**config.mk**
```make
export PLATFORM = sky130hd
export DESIGN_NAME = instruction_fetch_unit
export DESIGN_NICKNAME = d
export VERILOG_FILES = /design/src/rtl/fetch_pkg.sv /design/src/rtl/fetch_queue.sv /design/src/rtl/instruction_fetch_unit.sv
export SDC_FILE = /design/constraint.sdc
export NUM_CORES = 1
export LEC_CHECK = 0
export BUFFER_PORTS_ARGS = -buffer_cell sky130_fd_sc_hd__buf_2
export CORE_MARGIN = 3
export CORE_UTILIZATION = 52
export CTS_CLUSTER_SIZE = 24
export DETAILED_ROUTE_END_ITERATION = 7
export PLACE_DENSITY = 0.89
export SYNTH_ARGS = -nofsm -noshare
export SYNTH_HDL_FRONTEND = slang
export SYNTH_SLANG_ARGS = --single-unit
```
**constraint.sdc**
```tcl
create_clock -name clk -period 8.4 [get_ports clk]
set_clock_uncertainty 0.1 [all_clocks]
set_input_delay 2.1 -clock clk [delete_from_list [all_inputs] [get_ports clk]]
set_output_delay 2.1 -clock clk [all_outputs]
set_load 0.03 [all_outputs]
```
**src/rtl/fetch_pkg.sv**
```systemverilog
// Shared constants and types for the RV32I instruction fetch front end.
// Used by the fetch queue and by the fetch unit top level.
package fetch_pkg;

  localparam logic [31:0] NOP_INSTR = 32'h0000_0013;

  typedef enum logic [1:0] {
    BOOT,
    RUN,
    FLUSH
  } fetch_state_e;

  typedef struct packed {
    logic [31:0] instr;
    logic [31:0] pc;
  } fetch_entry_t;

  localparam fetch_entry_t EMPTY_ENTRY = '{instr: NOP_INSTR, pc: 32'h0000_0000};

endpackage

```
**src/rtl/fetch_queue.sv**
```systemverilog
// Small synchronous FIFO of fetched {instruction, pc} pairs with a registered head entry.
// Flush empties the queue and takes priority over a same-cycle push.
module fetch_queue
  import fetch_pkg::*;
#(
  parameter int DEPTH = 2
) (
  input  logic                   clk,
  input  logic                   rst,
  input  logic                   push_i,
  input  logic                   pop_i,
  input  logic                   flush_i,
  input  fetch_entry_t           push_entry_i,
  output fetch_entry_t           head_o,
  output logic [$clog2(DEPTH):0] count_o
);

  localparam int PW = $clog2(DEPTH);
  localparam int CW = PW + 1;

  fetch_entry_t  mem_q [DEPTH];
  fetch_entry_t  mem_d [DEPTH];
  fetch_entry_t  head_q, head_d;
  logic [PW-1:0] rd_ptr_q, rd_ptr_d, wr_ptr_q, wr_ptr_d, rd_next;
  logic [CW-1:0] count_q, count_d;
  logic          do_pop;

  always_comb begin
    mem_d    = mem_q;
    rd_ptr_d = rd_ptr_q;
    wr_ptr_d = wr_ptr_q;
    count_d  = count_q;
    head_d   = head_q;
    rd_next  = rd_ptr_q + 1'b1;
    do_pop   = pop_i && (count_q != '0);
    if (flush_i) begin
      rd_ptr_d = '0;
      wr_ptr_d = '0;
      count_d  = '0;
      head_d   = EMPTY_ENTRY;
    end else begin
      if (push_i) begin
        mem_d[wr_ptr_q] = push_entry_i;
        wr_ptr_d        = wr_ptr_q + 1'b1;
      end
      if (do_pop) begin
        rd_ptr_d = rd_next;
      end
      count_d = count_q + CW'(push_i) - CW'(do_pop);
      // The head register always mirrors the oldest stored entry, so the
      // decode-facing outputs come straight from a flop.
      if (count_d == '0) begin
        head_d = EMPTY_ENTRY;
      end else if (do_pop && count_q > CW'(1)) begin
        head_d = mem_q[rd_next];
      end else if (count_q == '0 || do_pop) begin
        head_d = push_entry_i;
      end
    end
  end

  always_ff @(posedge clk or posedge rst) begin
    if (rst) begin
      for (int i = 0; i < DEPTH; i++) begin
        mem_q[i] <= EMPTY_ENTRY;
      end
      head_q   <= EMPTY_ENTRY;
      rd_ptr_q <= '0;
      wr_ptr_q <= '0;
      count_q  <= '0;
    end else begin
      mem_q    <= mem_d;
      head_q   <= head_d;
      rd_ptr_q <= rd_ptr_d;
      wr_ptr_q <= wr_ptr_d;
      count_q  <= count_d;
    end
  end

  assign head_o  = head_q;
  assign count_o = count_q;

  no_push_when_full: assert property (@(posedge clk) disable iff (rst)
    !(push_i && count_q == CW'(DEPTH)));

endmodule

```
**src/rtl/instruction_fetch_unit.sv**
```systemverilog
// RV32I fetch front end: owns the PC, issues word-aligned memory requests under a
// credit limit, queues in-order responses and discards stale ones after a redirect.
module instruction_fetch_unit
  import fetch_pkg::*;
#(
  parameter logic [31:0] RESET_PC    = 32'h0000_0000,
  parameter int          QUEUE_DEPTH = 2
) (
  input  logic        clk,
  input  logic        rst,
  output logic        imem_req_valid_o,
  input  logic        imem_req_ready_i,
  output logic [31:0] imem_req_addr_o,
  input  logic        imem_rsp_valid_i,
  input  logic [31:0] imem_rsp_data_i,
  input  logic        redirect_i,
  input  logic [31:0] redirect_pc_i,
  input  logic        stall_i,
  output logic [31:0] Instruction_o,
  output logic [31:0] PC_o,
  output logic [31:0] PC_plus4_o,
  output logic        valid_o
);

  localparam int CW = $clog2(QUEUE_DEPTH) + 1;

  fetch_state_e  state_q, state_d;
  logic [31:0]   pc_q, pc_d;
  logic [CW-1:0] outstanding_q, outstanding_d;
  logic [CW-1:0] drop_q, drop_d;
  logic [CW-1:0] q_count;
  logic [CW:0]   occ;
  fetch_entry_t  q_head, q_push_entry;
  logic          q_push, q_flush, pop, req_fire;
  logic [31:0]   redirect_pc_aligned;

  assign valid_o             = (state_q != BOOT) && (q_count != '0);
  assign pop                 = valid_o && !stall_i;
  assign occ                 = {1'b0, outstanding_q} + {1'b0, q_count};
  assign redirect_pc_aligned = redirect_pc_i & ~32'h3;

  // Credit rule: in-flight requests plus queued instructions never exceed the
  // queue depth, so every response is guaranteed a free slot.
  assign imem_req_valid_o = (state_q == RUN) && !redirect_i &&
                            ((occ - (CW+1)'(pop)) < (CW+1)'(QUEUE_DEPTH));
  assign imem_req_addr_o  = pc_q;
  assign req_fire         = imem_req_valid_o && imem_req_ready_i;

  assign Instruction_o = valid_o ? q_head.instr : NOP_INSTR;
  assign PC_o          = q_head.pc;
  assign PC_plus4_o    = q_head.pc + 32'd4;

  always_comb begin
    state_d       = state_q;
    pc_d          = pc_q;
    outstanding_d = outstanding_q;
    drop_d        = drop_q;
    q_push        = 1'b0;
    q_flush       = 1'b0;
    // Outstanding requests in RUN are consecutive words ending just below pc.
    q_push_entry  = '{instr: imem_rsp_data_i, pc: pc_q - (32'(outstanding_q) << 2)};
    case (state_q)
      BOOT: begin
        state_d = RUN;
        if (redirect_i) pc_d = redirect_pc_aligned;
      end
      RUN: begin
        if (redirect_i) begin
          pc_d          = redirect_pc_aligned;
          q_flush       = 1'b1;
          outstanding_d = '0;
          drop_d        = outstanding_q - CW'(imem_rsp_valid_i);
          state_d       = (drop_d != '0) ? FLUSH : RUN;
        end else begin
          if (req_fire) pc_d = pc_q + 32'd4;
          q_push        = imem_rsp_valid_i;
          outstanding_d = outstanding_q + CW'(req_fire) - CW'(imem_rsp_valid_i);
        end
      end
      FLUSH: begin
        if (redirect_i) pc_d = redirect_pc_aligned;
        drop_d = drop_q - CW'(imem_rsp_valid_i);
        if (drop_d == '0) state_d = RUN;
      end
      default: state_d = BOOT;
    endcase
  end

  always_ff @(posedge clk or posedge rst) begin
    if (rst) begin
      state_q       <= BOOT;
      pc_q          <= RESET_PC;
      outstanding_q <= '0;
      drop_q        <= '0;
    end else begin
      state_q       <= state_d;
      pc_q          <= pc_d;
      outstanding_q <= outstanding_d;
      drop_q        <= drop_d;
    end
  end

  fetch_queue #(
    .DEPTH(QUEUE_DEPTH)
  ) u_queue (
    .clk         (clk),
    .rst         (rst),
    .push_i      (q_push),
    .pop_i       (pop),
    .flush_i     (q_flush),
    .push_entry_i(q_push_entry),
    .head_o      (q_head),
    .count_o     (q_count)
  );

endmodule

```
==> results of run 1 <==
-- how the worst max path moves through the flow --
stage	from	end	cells after the start
detailed placement	stall_i	imem_req_valid_o	10
floorplan	stall_i	imem_req_valid_o	8
CTS	stall_i	imem_req_valid_o	10
global route	stall_i	imem_req_valid_o	10
global placement	stall_i	imem_req_valid_o	10
finish	stall_i	imem_req_valid_o	10
-- layer usage --
layer | vias to the layer above | wire length, um | share of wire [%] | global-route usage [%]
met3 | 56 | 2816 | 8.5 | 4.181
li1 | 5152 | - | - | -
met5 | - | 27 | 0.081 | 0
met2 | 511 | 15500 | 47 | 40.58
met1 | 5291 | 14120 | 43 | 34.48
met4 | 4 | 669 | 2.0 | 6.531
-- power by group --
part           leakage, uW  total, uW  switching (uW)  internal, uW
Combinational      0.00334       2640            1720           914
Sequential         0.00280       2110             522          1590
Clock             0.000418       1120             443           676
Total              0.00656       5870            2690          3180
-- metrics by stage --
stage	utilization (%)	cells	power (uW)
2_1_floorplan	-	1443	4026
3_3_place_gp	56.95	1833	4597
3_5_place_dp	56.95	1833	4722
4_1_cts	60.51	1878	5859
5_1_grt	60.51	1878	6239
6_report	60.51	1878	5869
-- Yosys cell counts, drive strengths merged (4+ instances only) --
| cell type | n |
|---|---|
| a211o | 5 |
| a211oi | 6 |
| a21oi | 102 |
| a2bb2oi | 13 |
| a31oi | 4 |
| and2 | 35 |
| and3 | 12 |
| and4 | 8 |
| buf | 61 |
| clkbuf | 80 |
| dfrtp | 218 |
| dfstp | 9 |
| ha | 12 |
| inv | 18 |
| mux2 | 6 |
| mux2i | 54 |
| nand2 | 371 |
| nand2b | 11 |
| nand3 | 44 |
| nand3b | 5 |
| nand4 | 15 |
| nor2 | 64 |
| nor2b | 8 |
| nor3 | 15 |
| nor4 | 13 |
| o2111ai | 5 |
| o211ai | 35 |
| o21ai | 66 |
| o221ai | 6 |
| o22ai | 29 |
| or3 | 9 |
| or4 | 5 |
| xnor2 | 39 |
| xor2 | 15 |
-- final cells by class --
class / count / area (um^2)
clock buffer: 33 / 695.7
clock inverter: 12 / 143.9
tap: 319 / 399.1
inverter: 18 / 71.32
multi-input combinational: 1057 / 6137
fill: 1986 / 9296
sequential: 227 / 5695
timing repair buffer: 212 / 1104
-- worst max-delay path: stages --
cell                       delay [ns]
sky130_fd_sc_hd__buf_2           0.09
sky130_fd_sc_hd__o21bai_1        0.32
sky130_fd_sc_hd__nor2_1          0.19
sky130_fd_sc_hd__ha_1            0.24
sky130_fd_sc_hd__nand2b_1        0.16
sky130_fd_sc_hd__fa_1            0.38
sky130_fd_sc_hd__xor2_1          0.18
sky130_fd_sc_hd__nand2_1         0.08
sky130_fd_sc_hd__nor3_1          0.22
sky130_fd_sc_hd__buf_2           0.25
-- kinds of logic (layout without fill, tap and decap cells) --
| group | Yosys count | after routing | share of synthesized area (%) |
|---|---|---|---|
| AO/OA/AOI/OAI | 304 | 304 | 15.18 |
| XOR/XNOR | 55 | 55 | 3.954 |
| adder cells (fa/ha/maj) | 14 | 14 | 1.518 |
| buffers and inverters | 159 | 275 | 6.081 |
| flip-flops | 227 | 227 | 45.42 |
| multiplexers | 60 | 60 | 4.853 |
| other | 1 | 2 | 0.02993 |
| AND/OR/NAND/NOR | 622 | 622 | 22.97 |
-- placed cells by master (no fill, tap or decap), types with 7 or more instances in the layout --
cell type / instances
sky130_fd_sc_hd__inv_1: 17
sky130_fd_sc_hd__dfstp_2: 9
sky130_fd_sc_hd__xnor2_1: 39
sky130_fd_sc_hd__a2bb2oi_1: 13
sky130_fd_sc_hd__nand3_1: 42
sky130_fd_sc_hd__or3_1: 9
sky130_fd_sc_hd__ha_1: 12
sky130_fd_sc_hd__and2_1: 35
sky130_fd_sc_hd__nand2b_1: 10
sky130_fd_sc_hd__nand4_1: 15
sky130_fd_sc_hd__buf_2: 195
sky130_fd_sc_hd__nor4_2: 7
sky130_fd_sc_hd__clkinv_2: 7
sky130_fd_sc_hd__o21ai_0: 54
sky130_fd_sc_hd__a21oi_1: 101
sky130_fd_sc_hd__and3_1: 12
sky130_fd_sc_hd__xor2_1: 15
sky130_fd_sc_hd__nor2_1: 63
sky130_fd_sc_hd__dfrtp_1: 217
sky130_fd_sc_hd__o22ai_1: 29
sky130_fd_sc_hd__nor3_1: 13
sky130_fd_sc_hd__o21ai_1: 11
sky130_fd_sc_hd__clkbuf_16: 25
sky130_fd_sc_hd__nand2_1: 369
sky130_fd_sc_hd__and4_1: 8
sky130_fd_sc_hd__buf_4: 17
sky130_fd_sc_hd__o211ai_1: 35
sky130_fd_sc_hd__mux2i_1: 54
-- flip-flops by register name (all words and copies together) (netlist names) --
register,count
u_queue.mem_q,124
u_queue.head_o,63
imem_req_addr_o,30
drop_q,2
outstanding_q,2
state_q,2
u_queue.count_o,2
u_queue.rd_ptr_q,1
u_queue.wr_ptr_q,1
==> run summary, run 1 <==
The placed instance area came out at 0.01341 mm^2. The mean cell area of the mapped netlist is 8.690 um^2. The count of input and output buffers came out at 195. The final number of max-transition violations came to 0. In this run the most critical hold path is launched from u_queue.mem_q[96]. The element type at the critical path end is an output port. TritonCTS built the clock tree. The data arrival at the endpoint of the critical path is 4.20 ns.

The type of origin of the critical path is an input port. For this run, the post-layout net count is 1625. The maximum ir drop on the vdd rail is 248.4 uV. Of all cell types, the one taking the most synthesized area is sky130_fd_sc_hd__dfrtp_1. Clock-pin slew was measured on the worst setup and hold paths at 0.06 ns. The vertical extent of the die came out at 161.2 um. Dividing the detail-routed wire length by the instance count gives 17.65 um. The post-route cell area came out at 0.01425 mm^2. The top-area cell type share of the netlist area came out at 43.53%.

The final count of negative-setup-slack endpoints came out at 0. Counting every sink on the clock net gives 227. The number of maximum-capacitance violations came out at 0. The path with the worst hold slack has its endpoint at u_queue.mem_q[96]. The via count of the first global-routing pass came to 10610. In the routed design, unresolved DRC markers number 0. The effective utilization at floorplan is 53.23%. After synthesis, the share of flip-flops with an asynchronous set or reset is 100.0%. The post-synth design cell area is 0.01253 mm^2. The number of standard cells after synthesis came out at 1442. The hold-fix buffer count after cts came out at 0.

The synthesized design contains 227 register bits. The portion of the clock cycle consumed by the worst path in the final layout came out at 76.24%. The number of antenna violations at the first check in global routing came to 2.

The horizontal die dimension came out at 161.2 um. After synthesis, the cell types taking the most area are sky130_fd_sc_hd__dfrtp_1 44%, sky130_fd_sc_hd__nand2_1 11%, sky130_fd_sc_hd__mux2i_1 4.3%. After detailed routing, the total wire length is 33.14 mm. The number of placed I/O pins came out at 200. The relative slew slack came out at 29.94%. The final critical-path setup slack came out at 1.996 ns. The insertion delay of the later-clocked pin in the worst-skew pair came out at 0.51 ns. The measured slew at the worst slew-check pin came out at 1.051 ns. The critical path class is input port to output port. Entering global routing, the biggest net connects 84 pins. The path class of the tightest hold or removal check is register to register. At the worst endpoint, the required time is 6.20 ns.

The total number of H-tree levels came out at 1. The number of routed nets with antenna violations is 0. In this run the deepest clock path goes through 3 buffers. Setup total negative slack on the finished layout was measured at 0 ns. The worst-path maximum fanout is 7. In this run the post-CTS setup repair buffer count came out at 0.

The pre-CTS setup slack is 2.001 ns. For the finished layout, the period the worst path requires is 6.404 ns. The flow ran to the end, and the final reports show no timing, DRC or antenna violations. At the end of routability-driven placement, the weighted congestion stood at 0.8480. The number of buffers inserted during clock tree synthesis came out at 25. The clock root buffer is sky130_fd_sc_hd__clkbuf_16. The length of the first detailed-routing pass in iterations came out at 5.

The row count came out at 56. From synthesis to final layout, the design area changed by 13.69%. The number of failing hold endpoints at the final stage is 0. The detailed-route via count came out at 11010. The startpoint of the most critical register-to-register path is state_q[0]. Using the TritonRoute via totals, the vias-per-cell ratio works out to 5.865. The count of routing violations after the opening detailed-route iteration came out at 947. Setup repair after global routing left no endpoint under its margin. Timing would allow up to 0.1561 GHz. The number of distinct library cells after synthesis came out at 72. The total overflow left after global routing is 0. The prevailing post-synth register cell is sky130_fd_sc_hd__dfrtp_1. The repair_antennas step left the layout with diodes totalling 0. The register-to-register setup slack came out at 4.00 ns. Summing the sequential cell areas from Yosys gives 45.42% of the chip area. The capture instance of the worst register-to-register path is outstanding_q[1]. The yosys synthesis warning count is 0. The standby leakage power is 0.006557 uW. The half-perimeter wire length after placement came out at 21.84 mm. The power per cell area is 412.0 mW/mm^2. The first global-routing pass estimated 53.54 mm of wire. The number of stages on the worst hold path is 2. Global routing consumed, over all layers together, 24.76% of the routing resources.

The number of instances resized during post-cts repair came out at 0. The share of layout cells above drive strength 1 is 19.24%. The area of the core region is 0.02354 mm^2.

Hold is met by 0.3599 ns. The floorplan step defined a die boundary enclosing 0.02600 mm^2. The number of cell instances on the worst register-to-register path came out at 17.

The number of enable-type register cells in the synthesized netlist is 0.
Power figures use the tool's default switching activity.
==> inputs of run 2 (changes only) <==
--- a/config.mk
+++ b/config.mk
@@ -7,10 +7,10 @@
 export LEC_CHECK = 0
 export BUFFER_PORTS_ARGS = -buffer_cell sky130_fd_sc_hd__buf_2
 export CORE_MARGIN = 3
-export CORE_UTILIZATION = 52
+export CORE_UTILIZATION = 57
 export CTS_CLUSTER_SIZE = 24
 export DETAILED_ROUTE_END_ITERATION = 7
-export PLACE_DENSITY = 0.89
+export PLACE_DENSITY = 0.92
 export SYNTH_ARGS = -nofsm -noshare
 export SYNTH_HDL_FRONTEND = slang
 export SYNTH_SLANG_ARGS = --single-unit
==> constraint.sdc (replaced) <==
create_clock -name clk -period 6 [get_ports clk]
set_clock_uncertainty 0.1 [all_clocks]
set_input_delay 1.5 -clock clk [delete_from_list [all_inputs] [get_ports clk]]
set_output_delay 1.5 -clock clk [all_outputs]
set_load 0.03 [all_outputs]
==> run summary, run 2 (synthesized netlist as in run 1, its figures left out) <==
TritonCTS built the clock tree. The worst path meets setup with 0.6465 ns of slack. The capture instance of the worst register-to-register path is outstanding_q[1].

The post-CTS setup-driven buffer insertion count is 0. The total overflow reported by the global router came out at 0. After clock tree synthesis, the clock-pin slew on the worst setup and hold paths is 0.06 ns. The root buffer cell chosen for the clock tree is sky130_fd_sc_hd__clkbuf_16. The hold-fix buffer count after cts came out at 0. The worst pin sits at a relative slew slack of 16.44%. The required arrival time at the worst endpoint is 4.40 ns.

The last weighted congestion value of the routability-driven placer came out at 0.8527. Along the worst hold path, the cell count comes to 2. The register containing the most flip-flops in the final layout is u_queue.mem_q.

The delay of the slowest critical-path stage is 0.37 ns. The maximum ir drop on the vdd rail came out at 405.0 uV. Input and output buffers added on the ports amount to 195. The top achievable clock speed is 0.1868 GHz. The part of the total power dissipated in the clock network is 19.1%.

The post-route cell area is 0.01420 mm^2. Summing all placed instances gives a cell area of 0.01336 mm^2. The number of clock sinks came out at 227. The most repeated library cell on the critical path is sky130_fd_sc_hd__buf_2. In the routed design, unresolved DRC markers number 0. Across the run, the number of max-cap violations was 0.

The worst-path maximum fanout is 7. The cell-internal power is 4471 uW. The maximum number of pins on one net before global-route repair came out at 106. For this block, the initial DRC count from the detailed router was 1092.

Compared with the post-synthesis result, the final layout area differs by 13.31%. The share of layout cells above drive strength 1 came out at 18.75%. The run finished with clean final reports.

The number of antenna violations at the first check in global routing is 1. Setup repair after global routing left no endpoint under its margin. At the pin with the least slew margin, the transition time is 1.250 ns. The first global-routing pass estimated 54.79 mm of wire.

The data arrival at the endpoint of the critical path came out at 3.75 ns. Net switching is 46.05% of the power. The floorplan step set the die width to 154.3 um. The shortest clock period the worst path allows after layout came out at 5.353 ns.

The longest clock path from root to sink contains 3 buffers. The final antenna diode count is 0. The largest individual stage delay along the critical path comes from the cell sky130_fd_sc_hd__fa_1.

The row count came out at 53. Before CTS, the worst setup slack after placement is 0.7489 ns. In this run the power spent charging and discharging nets is 3817 uW. The number of buffers inserted during clock tree synthesis is 25. The post-layout total power came out at 8288 uW. The number of gates resized after CTS was 0. The via-per-instance ratio is 6.120. The area enclosed by the die boundary came out at 0.02380 mm^2. The top cell types in the final layout, fill and taps aside, are 369 x sky130_fd_sc_hd__nand2_1, 217 x sky130_fd_sc_hd__dfrtp_1, 195 x sky130_fd_sc_hd__buf_2. The element type at the critical path end is an output port. The endpoint with the worst hold slack is u_queue.mem_q[100].

The number of failing hold endpoints at the final stage came out at 0. The final count of negative-setup-slack endpoints is 0. The fraction of power consumed by combinational cells is 44.5%. The average wire per standard cell is 18.55 um.

The startpoint of the most critical register-to-register path is state_q[0]. The all-layer global routing usage is 27.53%. The detailed-route via count came out at 11210. The insertion delay of the later-clocked pin in the worst-skew pair is 0.52 ns. The standby leakage power came out at 0.006531 uW. The register-to-register setup slack came out at 1.70 ns. The power per cell area is 583.7 mW/mm^2. The number of flip-flops under the largest register name came out at 124. The HPWL after detailed placement is 21.97 mm. The number of placed I/O pins is 200. In this run, flip-flops and latches consume 36.4% of the power. The final number of max-transition violations came out at 0. The via count of the first global-routing pass is 10830. The length of the first detailed-routing pass in iterations is 7. The most common cell after layout, fill and taps aside is sky130_fd_sc_hd__nand2_1. In this run the remaining antenna-violating nets after routing total 0. The critical path class is input port to output port. The portion of the clock cycle consumed by the worst path in the final layout came out at 89.22%. After routing, the total negative slack on setup checks comes to 0 ns. The total wire length after detailed routing is 33.98 mm. The effective utilization at floorplan came out at 58.87%.

The startpoint of the worst hold path is u_queue.mem_q[100]. The floorplan step set the die height to 154.3 um. The worst min-delay path class is register to register. At the end of the flow, the number of nets in the layout was 1623.

CTS built an H-tree with a depth of 1. STA classifies the critical path startpoint as an input port. The signal on the critical path passes through buf_2 -> o21bai_1 -> nor2_1 -> ha_1 -> nand2b_1 -> fa_1 -> xor2_1 -> nand2_1 -> nor3_1 -> buf_2. The number of cell instances on the worst register-to-register path is 16. The total area inside the core boundary comes to 0.02129 mm^2.
-- run 2: cell count changes in the layout (fill, tap and decap cells not counted), moves of 2 or more --
cell,previous run,this run
sky130_fd_sc_hd__clkinv_4,0,2
sky130_fd_sc_hd__clkbuf_8,4,1
sky130_fd_sc_hd__clkinvlp_4,2,4
sky130_fd_sc_hd__clkinv_2,7,0
sky130_fd_sc_hd__buf_4,17,13
sky130_fd_sc_hd__buf_12,0,2
sky130_fd_sc_hd__clkbuf_1,4,10
-- run 2: critical path, delay by kind of cell --
| family | cells | cell delay (ns) |
|---|---|---|
| buf+inv | 2 | 0.36 |
| xor+xnor | 1 | 0.26 |
| fa+ha+maj | 2 | 0.61 |
| simple gates | 4 | 0.68 |
| compound gates | 1 | 0.35 |
-- run 2: final cells by class --
type                            instances  area, um^2
Multi-Input combinational cell       1057        6137
Tap cell                              275       344.1
Clock buffer                           36       676.9
Inverter                               18       71.32
Fill cell                            1600        7088
Sequential cell                       227        5695
Clock inverter                          9       160.2
Timing Repair Buffer                  210        1114
-- run 2: worst max-delay path by stage --
stage               startpoint               end  cells after the start
finish                 stall_i  imem_req_valid_o                     10
global route           stall_i  imem_req_valid_o                     10
CTS                    stall_i  imem_req_valid_o                     10
detailed placement     stall_i  imem_req_valid_o                     10
global placement       stall_i  imem_req_valid_o                     10
floorplan              stall_i  imem_req_valid_o                      8
-- run 2: routing by layer --
metal	vias up	share of wire [%]	GRT usage, %
met5	-	0.038	0
met3	94	10	5.484
met1	5391	41	38.42
li1	5136	-	-
met4	2	2.9	8.957
met2	589	46	43.61
-- run 2: through the flow --
step           std cells  utilization [%]  hold slack, ns
5_1_grt             1832            66.70          0.3883
2_1_floorplan       1443                -          0.3388
3_3_place_gp        1787            62.77          0.3441
6_report            1832            66.70          0.3629
3_5_place_dp        1787            62.77          0.3547
4_1_cts             1832            66.70          0.3631
-- run 2: power by group through the flow --
stage / clock network [uW] / registers, uW / logic, uW
floorplan: 0 / 2820 / 2820
global placement: 0 / 2940 / 3470
detailed placement: 0 / 3010 / 3610
CTS: 1590 / 2990 / 3660
global route: 1660 / 3110 / 4020
finish: 1580 / 3020 / 3690
==> inputs of run 3 (changes only) <==
==> constraint.sdc (replaced) <==
create_clock -name clk -period 6 [get_ports clk]
set_clock_uncertainty 0.1 [all_clocks]
set_input_delay 0.3 -clock clk [delete_from_list [all_inputs] [get_ports clk]]
set_output_delay 0.3 -clock clk [all_outputs]
set_load 0.03 [all_outputs]
==> run summary, run 3 (synthesized netlist as in run 1, its figures left out) <==
VDD sags by at most 413.8 uV. The final count of negative-setup-slack endpoints came out at 0. The number of antenna violations at the first check in global routing is 0. Leaving out fill and tap cells, the most frequent cell in the layout is sky130_fd_sc_hd__nand2_1. CTS placed an instance of sky130_fd_sc_hd__clkbuf_16 at the clock tree root. The measured slew at the worst slew-check pin is 1.222 ns. The number of routed nets with antenna violations came out at 0. The register with the most flip-flops in the layout has 124 of them.

The count of routing violations after the opening detailed-route iteration is 1071. The effective utilization at floorplan came out at 58.87%. Headroom to the max-slew limit came out at 18.22%. The via count of the first global-routing pass is 11470. The number of failing hold endpoints at the final stage came out at 0. The portion of the clock cycle consumed by the worst path in the final layout came out at 76.06%. Routability-driven placement finished with a final weighted congestion of 0.8768. Using the TritonRoute via totals, the vias-per-cell ratio works out to 6.120. The global-route wire length before repair came out at 57.55 mm. Setup repair after global routing left no endpoint under its margin.

The vertical extent of the die came out at 154.3 um. Adding up every negative setup slack in the final design gives 0 ns. The maximum number of pins on one net before global-route repair came out at 131. The number of buffers inserted during clock tree synthesis is 24.

Dividing the detail-routed wire length by the instance count gives 18.85 um. The length of the first detailed-routing pass in iterations is 7. The all-layer global routing usage is 29.03%. The area enclosed by the die boundary came out at 0.02380 mm^2.

The horizontal die dimension is 154.3 um. The startpoint of the worst hold path is redirect_pc_i[23]. Among the stages of the critical path, the cell type that occurs most often is sky130_fd_sc_hd__ha_1. In the layout the commonest cells are 369 x sky130_fd_sc_hd__nand2_1, 217 x sky130_fd_sc_hd__dfrtp_1, 195 x sky130_fd_sc_hd__buf_2. The number of maximum-capacitance violations is 0. The core region is 0.02129 mm^2. The tightest min-delay check is of the input port to register type. The flow ran to the end, and the final reports show no timing, DRC or antenna violations. In this run the critical register-to-register path is launched from state_q[0]. The cell type of the slowest stage on the worst timing path is sky130_fd_sc_hd__o21bai_1. The critical path class is register to register. The growth of design area from synthesis to finish came out at 16.57%. The worst hold path terminates at imem_req_addr_o[23]. The register-to-register setup slack is 1.44 ns. The endpoint identified for the worst register-to-register timing path is outstanding_q[1]. The critical path buffer and inverter count came out at 2. Data on the critical path arrives at its endpoint at 4.84 ns. Row generation in the floorplan step produced 53 rows.

The standby leakage power came out at 0.006713 uW. STA classifies the critical path startpoint as a register. Along the worst path, the maximum fanout reaches 36. The placed instances occupy a cell area of 0.01336 mm^2. The HPWL after detailed placement is 22.10 mm.

On the critical path the largest part of the delay comes from compound AO/OA/AOI/OAI gates. The total wire length after detailed routing came out at 35.33 mm. The post-route cell area came out at 0.01461 mm^2. The number of placed I/O pins is 200.

The worst setup path is captured at a register. The shortest clock period the worst path allows after layout came out at 4.564 ns. u_queue.mem_q holds more flip-flops than any other register.

The number of cell instances on the worst register-to-register path is 17. The detailed-route via count came out at 11470. The number of clock sinks came out at 227. The share of layout cells above drive strength 1 came out at 18.57%.

The insertion delay of the later-clocked pin in the worst-skew pair is 0.52 ns. The clock slew seen by the registers of the worst setup and hold paths is 0.06 ns. The final antenna diode count came out at 0. The number of gates resized after CTS was 0. For this run, the top clock speed supported by timing is 0.2191 GHz.

The final number of max-transition violations is 0. The total overflow reported by the global router is 0. TritonCTS built the clock tree.

The deepest clock path buffer count came out at 3. The power per cell area is 567.4 mW/mm^2. The final layout contains 1666 nets. The post-layout total power is 8288 uW. The total number of H-tree levels is 1. Walking the worst path, the cells encountered are o21bai_1 -> nor2_1 -> ha_1 -> nand2b_1 -> fa_1 -> xor2_1 -> a41oi_1 -> a21oi_2 -> buf_4 -> nand2_1 -> ha_1 -> inv_1 -> ha_1 -> xnor2_1 -> nor3_1 -> a21oi_1 -> o22ai_1. The delay of the slowest critical-path stage is 0.72 ns. After detailed routing, the number of remaining DRC violations is 0. The count of input and output buffers came out at 195. At the worst endpoint, the required time is 6.28 ns.

The number of stages on the worst hold path came out at 3.
[run 3: changes by cell type in the layout (fill, tap and decap cells not counted), moves of 2 or more]
cell / before / now
sky130_fd_sc_hd__buf_4: 13 / 15
sky130_fd_sc_hd__bufinv_16: 4 / 2
sky130_fd_sc_hd__clkbuf_1: 10 / 4
sky130_fd_sc_hd__clkbuf_8: 1 / 5
sky130_fd_sc_hd__clkinv_2: 0 / 2
sky130_fd_sc_hd__dlygate4sd3_1: 0 / 43
[run 3: per-layer routing]
metal,global-route usage (%),part of all wire [%],up-vias,wire length (um)
met1,38.96,41,5512,14390
li1,-,-,5221,-
met5,0,0,-,0
met2,48.07,48,636,16880
met3,4.449,8.7,100,3066
met4,10.77,2.8,0,998
[run 3: worst max-delay path by stage]
stage	startpoint	to	slack (ns)	cells past startpoint
after floorplan	state_q[0]	outstanding_q[1]	2.24	17
after global placement	state_q[0]	outstanding_q[1]	1.80	17
after detailed placement	state_q[0]	outstanding_q[1]	1.53	17
after CTS	state_q[0]	outstanding_q[1]	1.46	17
after global routing	state_q[0]	outstanding_q[1]	1.05	17
final	state_q[0]	outstanding_q[1]	1.44	17
[run 3: worst register-to-register path, delay by kind of cell, from the launching register on]
family	cells	cell delay, ns
AND/OR/NAND/NOR	4	0.47
flip-flops	1	0.54
buffers and inverters	2	0.40
XOR/XNOR	2	0.42
adder cells (fa/ha/maj)	4	1.16
AO/OA/AOI/OAI	5	1.34
[run 3: power breakdown]
group | internal (uW) | switching [uW] | leakage (uW)
Sequential | 2230 | 720 | 0.00280
Clock | 911 | 615 | 0.000394
Combinational | 1310 | 2510 | 0.00352
Total | 4440 | 3850 | 0.00671
[run 3: area by class of cell]
| type | count | area [um^2] |
|---|---|---|
| repair buffers | 254 | 1539 |
| well taps | 275 | 344.1 |
| inverters | 18 | 71.32 |
| flip-flops and latches | 227 | 5695 |
| clock buffers | 34 | 709.4 |
| fillers | 1562 | 6680 |
| clock inverters | 9 | 110.1 |
| multi-input cells | 1057 | 6137 |
[run 3: stage by stage]
stage / utilization (%) / setup WS, ns / hold WS, ns / std cells
floorplan: - / 2.235 / 0.2830 / 1443
global placement: 62.75 / 1.796 / 0.3343 / 1788
detailed placement: 62.75 / 1.527 / 0.3369 / 1788
CTS: 68.62 / 1.456 / 0.006123 / 1874
global route: 68.62 / 1.046 / 0.01354 / 1874
finish: 68.62 / 1.436 / 0.01362 / 1874
[run 3: what timing repair did]
action,in CTS,in global routing
buffers inserted,0,0
hold endpoints to repair,102,0
hold buffers,43,0
